--- config.mk ---
export PLATFORM = sky130hd
export DESIGN_NAME = btn_debounce_flat
export DESIGN_NICKNAME = d
export VERILOG_FILES = /design/src/rtl/btn_pkg.sv /design/src/rtl/btn_debounce_if.sv /design/src/rtl/debounce_ch.sv /design/src/rtl/btn_debounce.sv /design/src/flat_wrapper.sv
export SDC_FILE = /design/constraint.sdc
export NUM_CORES = 1
export LEC_CHECK = 0
export CAP_MARGIN = 40
export CORE_MARGIN = 3
export CORE_UTILIZATION = 58
export DETAILED_ROUTE_END_ITERATION = 8
export PLACE_DENSITY = 0.83
export SLEW_MARGIN = 0
export SYNTH_ARGS = -nofsm -noshare
export SYNTH_HDL_FRONTEND = slang
export SYNTH_SLANG_ARGS = --single-unit
--- constraint.sdc ---
create_clock -name clk -period 2.3 [get_ports clk]
set_input_delay 0.345 -clock clk [delete_from_list [all_inputs] [get_ports clk]]
set_output_delay 0.345 -clock clk [all_outputs]
set_load 0.05 [all_outputs]
--- src/rtl/btn_pkg.sv ---
// Shared definitions for the button debouncer: per-channel FSM state
// encoding and the stability-counter width helper.
package btn_pkg;

    typedef enum logic [1:0] {
        S_LOW       = 2'd0,
        S_WAIT_HIGH = 2'd1,
        S_HIGH      = 2'd2,
        S_WAIT_LOW  = 2'd3
    } state_t;

    // Width of a counter that can hold values 0..stable.
    function automatic int cnt_width(input int stable);
        return $clog2(stable + 1);
    endfunction

endpackage

--- src/rtl/btn_debounce_if.sv ---
// Bundle of raw button inputs and conditioned outputs.
// master drives btn_raw; slave (the debouncer) drives level/rise/fall.
interface btn_debounce_if #(
    parameter int N = 5
);

    logic [N-1:0] btn_raw;
    logic [N-1:0] btn_level;
    logic [N-1:0] btn_rise;
    logic [N-1:0] btn_fall;

    modport master (
        output btn_raw,
        input  btn_level,
        input  btn_rise,
        input  btn_fall
    );

    modport slave (
        input  btn_raw,
        output btn_level,
        output btn_rise,
        output btn_fall
    );

endinterface

--- src/rtl/debounce_ch.sv ---
// One debounce channel: synchroniser chain, stability FSM/counter and
// registered level/rise/fall. Ports: clk, rst_n (sync, active-low),
// raw (async in), level, rise, fall (registered outs).
module debounce_ch
    import btn_pkg::*;
#(
    parameter int STABLE_CYCLES = 4,
    parameter int SYNC_STAGES   = 2
) (
    input  logic clk,
    input  logic rst_n,
    input  logic raw,
    output logic level,
    output logic rise,
    output logic fall
);

    localparam int W = cnt_width(STABLE_CYCLES);
    localparam logic [W-1:0] LAST = W'(STABLE_CYCLES - 1);
    localparam logic [W-1:0] ONE  = W'(1);

    logic [SYNC_STAGES-1:0] sync;
    logic                   s;

    state_t         state;
    state_t         state_nx;
    logic [W-1:0]   cnt;
    logic [W-1:0]   cnt_nx;
    logic           level_nx;
    logic           rise_nx;
    logic           fall_nx;

    always_ff @(posedge clk) begin
        if (!rst_n) begin
            sync <= '0;
        end else begin
            sync <= {sync[SYNC_STAGES-2:0], raw};
        end
    end

    assign s = sync[SYNC_STAGES-1];

    always_ff @(posedge clk) begin
        if (!rst_n) begin
            state <= S_LOW;
            cnt   <= '0;
            level <= 1'b0;
            rise  <= 1'b0;
            fall  <= 1'b0;
        end else begin
            state <= state_nx;
            cnt   <= cnt_nx;
            level <= level_nx;
            rise  <= rise_nx;
            fall  <= fall_nx;
        end
    end

    // Entering a WAIT state already counts the first new sample,
    // so completion is at cnt == STABLE_CYCLES-1.
    always_comb begin
        state_nx = state;
        cnt_nx   = cnt;
        level_nx = level;
        rise_nx  = 1'b0;
        fall_nx  = 1'b0;
        unique case (state)
            S_LOW: begin
                if (s) begin
                    state_nx = S_WAIT_HIGH;
                    cnt_nx   = ONE;
                end else begin
                    cnt_nx = '0;
                end
            end
            S_WAIT_HIGH: begin
                if (!s) begin
                    state_nx = S_LOW;
                    cnt_nx   = '0;
                end else if (cnt == LAST) begin
                    state_nx = S_HIGH;
                    cnt_nx   = '0;
                    level_nx = 1'b1;
                    rise_nx  = 1'b1;
                end else begin
                    cnt_nx = cnt + ONE;
                end
            end
            S_HIGH: begin
                if (!s) begin
                    state_nx = S_WAIT_LOW;
                    cnt_nx   = ONE;
                end else begin
                    cnt_nx = '0;
                end
            end
            S_WAIT_LOW: begin
                if (s) begin
                    state_nx = S_HIGH;
                    cnt_nx   = '0;
                end else if (cnt == LAST) begin
                    state_nx = S_LOW;
                    cnt_nx   = '0;
                    level_nx = 1'b0;
                    fall_nx  = 1'b1;
                end else begin
                    cnt_nx = cnt + ONE;
                end
            end
        endcase
    end

endmodule

--- src/rtl/btn_debounce.sv ---
// N independent debounce channels. Ports: clk, rst_n (sync,
// active-low), bus (slave: btn_raw in; btn_level/rise/fall out).
module btn_debounce #(
    parameter int N             = 5,
    parameter int STABLE_CYCLES = 4,
    parameter int SYNC_STAGES   = 2
) (
    input  logic           clk,
    input  logic           rst_n,
    btn_debounce_if.slave  bus
);

    for (genvar i = 0; i < N; i++) begin : g_ch
        debounce_ch #(
            .STABLE_CYCLES (STABLE_CYCLES),
            .SYNC_STAGES   (SYNC_STAGES)
        ) u_ch (
            .clk   (clk),
            .rst_n (rst_n),
            .raw   (bus.btn_raw[i]),
            .level (bus.btn_level[i]),
            .rise  (bus.btn_rise[i]),
            .fall  (bus.btn_fall[i])
        );
    end

endmodule

--- src/flat_wrapper.sv ---
// flat-port wrapper written by rule: the top's interface ports become plain ports
module btn_debounce_flat 
#(
    parameter int N             = 5,
    parameter int STABLE_CYCLES = 4,
    parameter int SYNC_STAGES   = 2
)
  (clk, rst_n, bus_btn_raw, bus_btn_level, bus_btn_rise, bus_btn_fall);
  btn_debounce_if #(.N(N)) bus_i ();
  input  logic clk;
  input  logic rst_n;
  input wire logic [$bits(bus_i.btn_raw)-1:0] bus_btn_raw;
  output wire logic [$bits(bus_i.btn_level)-1:0] bus_btn_level;
  output wire logic [$bits(bus_i.btn_rise)-1:0] bus_btn_rise;
  output wire logic [$bits(bus_i.btn_fall)-1:0] bus_btn_fall;
  assign bus_i.btn_raw = bus_btn_raw;
  assign bus_btn_level = bus_i.btn_level;
  assign bus_btn_rise = bus_i.btn_rise;
  assign bus_btn_fall = bus_i.btn_fall;
  btn_debounce #(.N(N), .STABLE_CYCLES(STABLE_CYCLES), .SYNC_STAGES(SYNC_STAGES)) u_core (.clk(clk), .rst_n(rst_n), .bus(bus_i));
endmodule
==> results.md, run 1 <==
* Dominant synthesized flop cell: dfxtp_1
* Worst path required time at just under 2 ns
* PwrDens at approximately 730 nW/um^2
* Net Switching at 366 uW
* Int Power at 1.18 mW
* Worst-path cell chain: clkdlybuf4s50_1
* Die width at around 63 microns
* Largest area contributor in the netlist: dfxtp_1
* Post-DP Area at 2030 sq um
* Final instance area at about 2100 sq um
* Post-synthesis sequential area ratio at between 50% and 60%
* Via count at 1210
* Drt wl/cell at approximately 12 microns
* Die area at 3970 sq um
* Overall Global Routing Usage at ~16%
* Leak at ~0.86 nW
* Final setup fails at 0
* RR Startpoint: u_core.g_ch[3].u_ch.cnt[0]$_SDFF_PN0_
* First-pass GRT wire length at around 5 mm
* CTS Buf Count at 5
* CTS Sinks at 50
* Crit path max fanout at 3
* Sw Share at a little under a quarter
* Drt drc at 0
* Fin util at between 60 and 70%
* Clock share of power at roughly a third
* CTS resizes at 0
* Post-route setup TNS at 0 ns
* Register bit count reported by yosys at 50
* Number of core rows at 20
* CP max stage cell: clkdlybuf4s50_1
* Yosys warnings at 0
* Initial DRC count at 21
* CTS tree: done
* DRT antenna net count at 0
* Hpwl dp at approximately 2 mm
* Critical Path AT at between 1.5 and 2 ns
* Largest net degree at the start of global routing at 21
* CTS clk-pin slew, worst paths at 0.13 ns
* Outcome: completed
* Final Routed Wirelength at ~2.7 mm
* Slew headroom at roughly two thirds
* Ports at 22
* Setup Skew at between 0.005 and 0.006 ns
* Logic pwr share at under 10%
* RSZ-0062 raised after global routing: false
* Delay-heaviest family, CP: buffers and inverters
* H-tree depth at 2
* Critical path startpoint category: flop
* Initial antenna violation count at 0
* Sequential power share at around three fifths
* Asr flop ratio synth at 0%
* Critical path class: reg2out
* Most frequent cell after synthesis: dfxtp_1
* Final Max Slew Viols at 0
* Fmax at roughly 520 MHz
* Avg Inst Size Synth at ~11 sq um
* Final GP Congestion at about 0.80
* Vias in the first global route at ~1200
* Pre-antenna DRT Iters at 4
* Hold crit path type: reg2reg
* Post-Syn Instances at 177
* Share of cells above drive strength 1 at under 10%
* Final nets at 200
* Root buffer cell: clkbuf_4
* Total gr overflow at 0
* Starting Density at about three fifths
* Fill count at between 200 and 300
* Syn nets at between 150 and 200
* Area grow syn2layout at 11.8%
* Post-synth top cells: 50 x dfxtp_1, 17 x buf_4, 10 x and2_1, 10 x and4b_1, 10 x nand2_1
* Post-CTS setup buffers at 0
* Crit path time final at roughly 1.9 ns
* Largest stage delay, worst path at 0.82 ns
* Max_cap viols at 0
* Via density at ~5.2
* Diode count at 0
* Distinct cells, synth at 23
* Worst hold start: u_core.g_ch[2].u_ch.sync[0]$_SDFF_PN0_
* Hold WS at between 0.4 and 0.5 ns
* Total power at approximately 1.5 mW
* Hold Vio Cnt, Final at 0
* Core Area at 3080 sq um
* Crit path from: u_core.g_ch[4].u_ch.level$_SDFFE_PN0P_
* WP buf/inv at 1
* Max VDD drop at 0.566 mV
* Number of flops mapped to enable cells by yosys at 0
* Die Ht at 63 microns
* Slew @ Worst Pin at approximately 0.5 ns
* Area of the mapped netlist at 1880 sq um
* Worst skew pair latency at around 0.36 ns
* Post-synth top area share at 53.1%
* Tcrit/Tclk final at a little over four fifths
* Clock buffer depth at 2
* I/O Buffers at 21
* Largest cells by area after synthesis: dfxtp_1 53%, buf_4 6.8%, and4b_1 5.3%, and2_1 3.3%, ha_1 3.3%
* CTS hold repair buffers at 0
* CP endpoint kind: output pin
==> cell families after synthesis <==
group	count (synthesis)	synth area share, %
compound gates	28	10.4
xor+xnor	5	2.32
fa+ha+maj	5	3.32
buf+inv	24	8.17
flops	50	53.1
simple gates	65	22.6
==> layout by cell type, fill, tap and decap left out, types with 10 or more instances in the layout <==
cell,instances
and2_1,10
and4b_1,10
clkdlybuf4s50_1,21
dfxtp_1,50
nand2_1,10
==> power groups by stage <==
stage,combinational [mW],sequential [mW],clock (mW)
floorplan,0.114,0.930,0
global placement,0.135,0.933,0
detailed placement,0.139,0.935,0
CTS,0.140,0.916,0.497
global route,0.149,0.922,0.537
finish,0.138,0.917,0.487
==> state kept, by name, summed over array words and instances (netlist names), named ones only <==
| signal | flops |
|---|---|
| u_core.g_ch.u_ch.sync | 10 |
| u_core.g_ch.u_ch.cnt | 15 |
| u_core.g_ch.u_ch.fall | 5 |
| u_core.g_ch.u_ch.state | 5 |
| u_core.g_ch.u_ch.rise | 5 |
| u_core.g_ch.u_ch.level | 5 |
==> per-layer routing <==
layer | track usage (%) | up-vias | routed length [microns] | part of all wire, %
li1 | - | 618 | - | -
met1 | 18.6 | 556 | 1250 | 46
met2 | 25.6 | 29 | 1290 | 47
met3 | 4.50 | 7 | 141 | 5.1
met4 | 9.64 | 0 | 67 | 2.4
met5 | 0 | - | 0 | 0
==> area by class of cell <==
cell class                      count  area [sq um]  share of cell area (%)
Clock buffer                        5          37.5                    1.78
Timing Repair Buffer               23           225                    10.7
Inverter                            5          18.8                   0.891
Sequential cell                    50          1000                    47.5
Multi-Input combinational cell    103           729                    34.6
Clock inverter                      3          40.0                    1.90
Tap cell                           44          55.1                    2.61
==> metrics by stage <==
stage / cells / setup WS [ns]
floorplan: 177 / 1.23
global placement: 225 / 0.624
detailed placement: 225 / 0.517
CTS: 233 / 0.371
global route: 233 / 0.319
finish: 233 / 0.383
==> worst paths after layout <==
path / cells after the start / slack, ns / end
worst max-delay path: 1 / 0.38 / bus_btn_level[4]
worst min-delay path: 1 / 0.45 / u_core.g_ch[2].u_ch.sync[1]$_SDFF_PN0_
worst max register to register: 4 / 1.13 / u_core.g_ch[3].u_ch.cnt[0]$_SDFF_PN0_
worst min register to register: 1 / 0.45 / u_core.g_ch[2].u_ch.sync[1]$_SDFF_PN0_
(Power assumes the default switching activity.)
==> inputs of run 2 (changes only) <==
--- a/config.mk
+++ b/config.mk
@@ -7,9 +7,9 @@
 export LEC_CHECK = 0
 export CAP_MARGIN = 40
 export CORE_MARGIN = 3
-export CORE_UTILIZATION = 58
+export CORE_UTILIZATION = 49
 export DETAILED_ROUTE_END_ITERATION = 8
-export PLACE_DENSITY = 0.83
+export PLACE_DENSITY = 0.75
 export SLEW_MARGIN = 0
 export SYNTH_ARGS = -nofsm -noshare
 export SYNTH_HDL_FRONTEND = slang
==> constraint.sdc (replaced) <==
create_clock -name clk -period 1.7 [get_ports clk]
set_input_delay 0.255 -clock clk [delete_from_list [all_inputs] [get_ports clk]]
set_output_delay 0.255 -clock clk [all_outputs]
set_load 0.05 [all_outputs]
==> results.md, run 2 (same netlist as run 1, synthesis figures left out) <==
* Hpwl dp at 1.90 mm (-4.9%)
* Crit path max fanout at 1 (-2)
* Vias in the first global route at 1138 (-5.5%)
* I/O Buffers at 21 (unchanged)
* Worst skew pair latency at 0.30 ns (-0.06 ns)
* WP buf/inv at 1 (unchanged)
* Outcome: completed
* Clock buffer depth at 2 (unchanged)
* Share of cells above drive strength 1 at 10.7% (+2.8 points)
* Crit path time final at ~1.7 ns
* Setup ws final at 0.0447 ns (-0.338 ns)
* Die area at 4630 sq um (+17%)
* Final setup fails at 0 (unchanged)
* Core Area at 3520 sq um (+14%)
* Slew @ Worst Pin at 0.503 ns (+0.00184 ns)
* Fmax at 604 MHz
* Critical Path AT at 1.40 ns (-0.17 ns)
* DRT antenna net count at 0 (unchanged)
* Worst-path cell chain: clkdlybuf4s50_1
* Die width at 68.0 microns (+8.0%)
* Overall Global Routing Usage at 13.4% (-2.5 points)
* Final Routed Wirelength at 2.63 mm (-4.2%)
* Pre-antenna DRT Iters at 4 (unchanged)
* Max_cap viols at 0 (unchanged)
* CP endpoint kind: output pin
* Tcrit/Tclk final at a little over nine tenths
* Via density at 5.09 (-1.9%)
* CTS Buf Count at 5 (unchanged)
* Regs by FF count: u_core.g_ch.u_ch.cnt: 15 flops, u_core.g_ch.u_ch.sync: 10 flops
* Diode count at 0 (unchanged)
* Critical path startpoint category: flop
* PwrDens at 975 nW/um^2 (+33%)
* Initial antenna violation count at 0 (unchanged)
* Top layer in use: met4
* Initial DRC count at 40 (+90%)
* Area grow syn2layout at 11.2%
* Leak at 0.908 nW (+5.6%)
* Die Ht at 68.0 microns (+8.0%)
* Ports at 22 (unchanged)
* Hold crit path type: reg2reg
* Final Max Slew Viols at 0 (unchanged)
* Largest stage delay, worst path at 0.79 ns (-0.03 ns)
* FF-to-FF path depth at 4 (unchanged)
* Via count at 1187 (-1.9%)
* CTS Sinks at 50 (unchanged)
* Largest Register: u_core.g_ch.u_ch.cnt
* RSZ-0062 raised after global routing: false
* Commonest non-fill, non-tap cells in the layout: 50 x dfxtp_1, 10 x and2_1, 10 x and4b_1, 10 x nand2_1, 10 x clkdlybuf4s50_1
* Final nets at 199 (-0.50%)
* Met3 wire length at 161 microns (+14%)
* WL met1 at 1.16 mm (-7.2%)
* Delay-heaviest family, CP: buffers and inverters
* CTS clk-pin slew, worst paths at 0.08 ns (-0.05 ns)
* Largest net degree at the start of global routing at 46 (+120%)
* First-pass GRT wire length at 4.54 mm (-8.6%)
* Setup Skew at 0.00249 ns (-0.00304 ns)
* Crit path depth at 1 (unchanged)
* Drt drc at 0 (unchanged)
* H-tree depth at 2 (unchanged)
* Starting Density at 53.5% (-7.7 points)
* Post-route setup TNS at 0 ns (unchanged)
* CP max stage cell: clkdlybuf4s50_1
* Commonest non-fill, non-tap cell in the layout: dfxtp_1
* Critical path class: reg2out
* Drt wl/cell at 11.3 microns (-4.2%)
* Max VDD drop at 0.448 mV (-21%)
* Total gr overflow at 0 (unchanged)
* Hold Vio Cnt, Final at 0 (unchanged)
* Final GP Congestion at 0.718 (-10%)
* Largest register FFs at 15 (unchanged)
* CTS tree: done
* Worst path required time at 1.44 ns (-0.52 ns)
* Number of core rows at 21 (+5.0%)
* Pre-CTS setup slack at 0.301 ns (-0.216 ns)
* Met2 Wirelength at 1.23 mm (-4.3%)
* Root buffer cell: clkbuf_8
* Hold WS at 0.435 ns (-0.0150 ns)
* Worst hold stages at 1 (unchanged)
* Slew headroom at 66.4% (-0.072 points)
## run 2: per-layer routing
| layer | up-vias | global-route usage [%] |
|---|---|---|
| li1 | 614 | - |
| met1 | 544 | 13.9 |
| met2 | 21 | 22.7 |
| met3 | 8 | 4.60 |
| met4 | 0 | 8.93 |
| met5 | - | 0 |
## run 2: power by group
group | switching (mW) | internal (mW) | leakage [nW]
registers | 0.0319 | 1.21 | 0.406
clock network | 0.339 | 0.283 | 0.0383
logic | 0.111 | 0.0708 | 0.464
## run 2: final cells by class
| type | count | area [sq um] |
|---|---|---|
| Multi-Input combinational cell | 103 | 729 |
| Tap cell | 46 | 57.6 |
| Clock buffer | 7 | 76.3 |
| Sequential cell | 50 | 1000 |
| Timing Repair Buffer | 22 | 213 |
| Inverter | 5 | 18.8 |
| Fill cell | 319 | 1430 |
## run 2: per-stage QoR
stage | total power, mW | cell area [sq um] | util [%] | cells
after CTS | 2.07 | 2090 | 59.4 | 233
after global routing | 2.14 | 2100 | 59.5 | 233
after global placement | 1.44 | 2010 | 57.2 | 226
after floorplan | 1.41 | 1880 | - | 177
final | 2.04 | 2100 | 59.5 | 233
after detailed placement | 1.45 | 2010 | 57.2 | 226
## run 2: path summary, 6_finish.rpt
check | startpoint | to | slack, ns
max | u_core.g_ch[3].u_ch.fall$_SDFF_PP0_ | bus_btn_fall[3] | 0.04
min | u_core.g_ch[0].u_ch.sync[0]$_SDFF_PN0_ | u_core.g_ch[0].u_ch.sync[1]$_SDFF_PN0_ | 0.44
max reg2reg | u_core.g_ch[1].u_ch.cnt[0]$_SDFF_PN0_ | u_core.g_ch[1].u_ch.cnt[0]$_SDFF_PN0_ | 0.51
min reg2reg | u_core.g_ch[0].u_ch.sync[0]$_SDFF_PN0_ | u_core.g_ch[0].u_ch.sync[1]$_SDFF_PN0_ | 0.44
## run 2: what timing repair did
action                                  CTS  global route
setup buffers                             0             0
resized for setup                         0             2
endpoints found under the setup margin    0             2
hold buffers                              0             0
endpoints found under the hold margin     0             0
==> inputs of run 3 (changes only) <==
--- a/config.mk
+++ b/config.mk
@@ -6,7 +6,6 @@
 export NUM_CORES = 1
 export LEC_CHECK = 0
 export CAP_MARGIN = 40
-export CORE_MARGIN = 3
 export CORE_UTILIZATION = 49
 export DETAILED_ROUTE_END_ITERATION = 8
 export PLACE_DENSITY = 0.75
==> results.md, run 3 (same netlist as run 1, synthesis figures left out) <==
* Outcome: completed
* Largest register FFs at 15 (unchanged)
* Final setup fails at 0 (unchanged)
* Critical path class: reg2out
* Number of core rows at 22 (+4.8%)
* Die Ht at 64.0 microns (-5.9%)
* Largest stage delay, worst path at 0.79 ns (about the same)
* Worst-path cell chain: clkdlybuf4s50_1
* Net Switching at 508 uW (+5.5%)
* Met2 GRT Util at 23.4% (+0.66 points)
* Clock buffer depth at 2 (unchanged)
* Final Max Slew Viols at 0 (unchanged)
* Most used routing layer in global routing: met2
* Ports at 22 (unchanged)
* Die area at 4100 sq um (-11%)
* Sw Share at 21.1% (-2.5 points)
* Core Area at 3660 sq um (+4.0%)
* Critical path startpoint category: flop
* Starting Density at 51.5% (-2.0 points)
* PwrDens at 1110 nW/um^2 (+14%)
* Die width at 64.0 microns (-5.9%)
* Final instance area at 2170 sq um (+3.6%)
* Fmax at 607 MHz (+0.45%)
* Crit path max fanout at 1 (unchanged)
* Overall Global Routing Usage at 14.6% (+1.2 points)
* Vias in the first global route at 1049 (-7.8%)
* Max VDD drop at 0.722 mV (+61%)
* Int Power at 1.91 mW (+22%)
* Largest Register: u_core.g_ch.u_ch.cnt
* Share of cells above drive strength 1 at 11.2% (+0.48 points)
* Via density at 4.95 (-2.9%)
* Worst skew pair latency at 0.30 ns (about the same)
* Initial DRC count at 39 (-2.5%)
* Setup Skew at 0.00613 ns (+0.00365 ns)
* Delay-heaviest family, CP: buffers and inverters
* CP max stage cell: clkdlybuf4s50_1
* CTS Sinks at 50 (unchanged)
* Drt wl/cell at 11.3 microns (+0.34%)
* Slew @ Worst Pin at 0.500 ns (-0.00279 ns)
* Final GP Congestion at 0.691 (-3.7%)
* RSZ-0062 raised after global routing: false
* Hold Vio Cnt, Final at 0 (unchanged)
* Leak at 0.985 nW (+8.4%)
* Total gr overflow at 0 (unchanged)
* Largest net degree at the start of global routing at 46 (unchanged)
* Via count at 1168 (-1.6%)
* Diode count at 0 (unchanged)
* Fill count at 316 (-0.94%)
* Final Routed Wirelength at 2.68 mm (+1.6%)
* M1 GR Usage at 15.7% (+1.8 points)
* Hpwl dp at 1.89 mm (-0.67%)
* Initial antenna violation count at 0 (unchanged)
* CTS hold repair buffers at 0 (unchanged)
* Root buffer cell: clkbuf_8
* Pre-antenna DRT Iters at 4 (unchanged)
* CP endpoint kind: output pin
* Sequential power share at 51.3% (-9.4 points)
* CTS clk-pin slew, worst paths at 0.08 ns (about the same)
* First-pass GRT wire length at 4.42 mm (-2.7%)
* Drt drc at 0 (unchanged)
* Tcrit/Tclk final at 96.9% (-0.43 points)
* H-tree depth at 2 (unchanged)
* Fin util at 59.3% (-0.19 points)
* Logic pwr share at 7.5% (-1.4 points)
* WP buf/inv at 1 (unchanged)
* DRT antenna net count at 0 (unchanged)
* Post-DP Area at 2020 sq um (+0.37%)
* CTS tree: done
* Worst path required time at 1.44 ns (about the same)
* CTS Buf Count at 5 (unchanged)
* Clock share of power at 41.2% (+11 points)
* Crit path time final at 1.65 ns (-0.00737 ns)
* Commonest non-fill, non-tap cells in the layout: 50 x dfxtp_1, 10 x and2_1, 10 x and4b_1, 10 x nand2_1, 8 x clkdlybuf4s50_1
* Area grow syn2layout at 15.3%
* GR Util met3 at 6.07% (+1.5 points)
* Regs by FF count: u_core.g_ch.u_ch.cnt: 15 flops, u_core.g_ch.u_ch.sync: 10 flops
* Slew headroom at 66.6% (+0.19 points)
* Post-route setup TNS at 0 ns (unchanged)
* Hold crit path type: reg2reg
* Final nets at 199 (unchanged)
* Max_cap viols at 0 (unchanged)
* Commonest non-fill, non-tap cell in the layout: dfxtp_1
* I/O Buffers at 21 (unchanged)
* Critical Path AT at 1.39 ns (about the same)
-- run 3: cell type report --
class,instances,area [sq um],share of cell area [%]
inverters,5,18.8,0.864
repair buffers,22,220,10.1
multi-input cells,103,729,33.6
clock inverters,2,60.1,2.76
flip-flops and latches,50,1000,46.1
clock buffers,6,82.6,3.80
well taps,48,60.1,2.76
-- run 3: through the flow --
stage | worst slack (ns) | hold slack [ns] | total power, mW | std cells
final | 0.0521 | 0.434 | 2.41 | 236
after global routing | 0.00599 | 0.441 | 2.50 | 236
after CTS | 0.0183 | 0.430 | 2.45 | 236
after detailed placement | 0.281 | 0.417 | 1.45 | 228
after global placement | 0.322 | 0.417 | 1.44 | 228
after floorplan | 0.635 | 0.382 | 1.41 | 177
-- run 3: repair_timing --
action / in CTS / in global routing
endpoints found under the setup margin: 2 / 4
buffers inserted: 0 / 0
resized for setup: 2 / 4
-- run 3: worst paths after layout --
check | from | end | slack, ns | cells past startpoint
worst min register to register | u_core.g_ch[1].u_ch.sync[0]$_SDFF_PN0_ | u_core.g_ch[1].u_ch.sync[1]$_SDFF_PN0_ | 0.43 | 1
worst max-delay path | u_core.g_ch[4].u_ch.fall$_SDFF_PP0_ | bus_btn_fall[4] | 0.05 | 1
worst min-delay path | u_core.g_ch[1].u_ch.sync[0]$_SDFF_PN0_ | u_core.g_ch[1].u_ch.sync[1]$_SDFF_PN0_ | 0.43 | 1
worst max register to register | u_core.g_ch[4].u_ch.cnt[0]$_SDFF_PN0_ | u_core.g_ch[4].u_ch.cnt[0]$_SDFF_PN0_ | 0.51 | 4
-- run 3: power by group through the flow --
stage | logic, mW | clock network [mW] | registers (mW)
global placement | 0.177 | 0 | 1.26
floorplan | 0.155 | 0 | 1.26
detailed placement | 0.182 | 0 | 1.27
global route | 0.193 | 1.06 | 1.24
finish | 0.181 | 0.995 | 1.24
CTS | 0.182 | 1.03 | 1.24
-- run 3: per-layer routing --
layer | share of wire, % | wire (microns)
met5 | 0 | 0
met4 | 2.6 | 70
met3 | 4.6 | 123
met2 | 47 | 1250
met1 | 46 | 1230
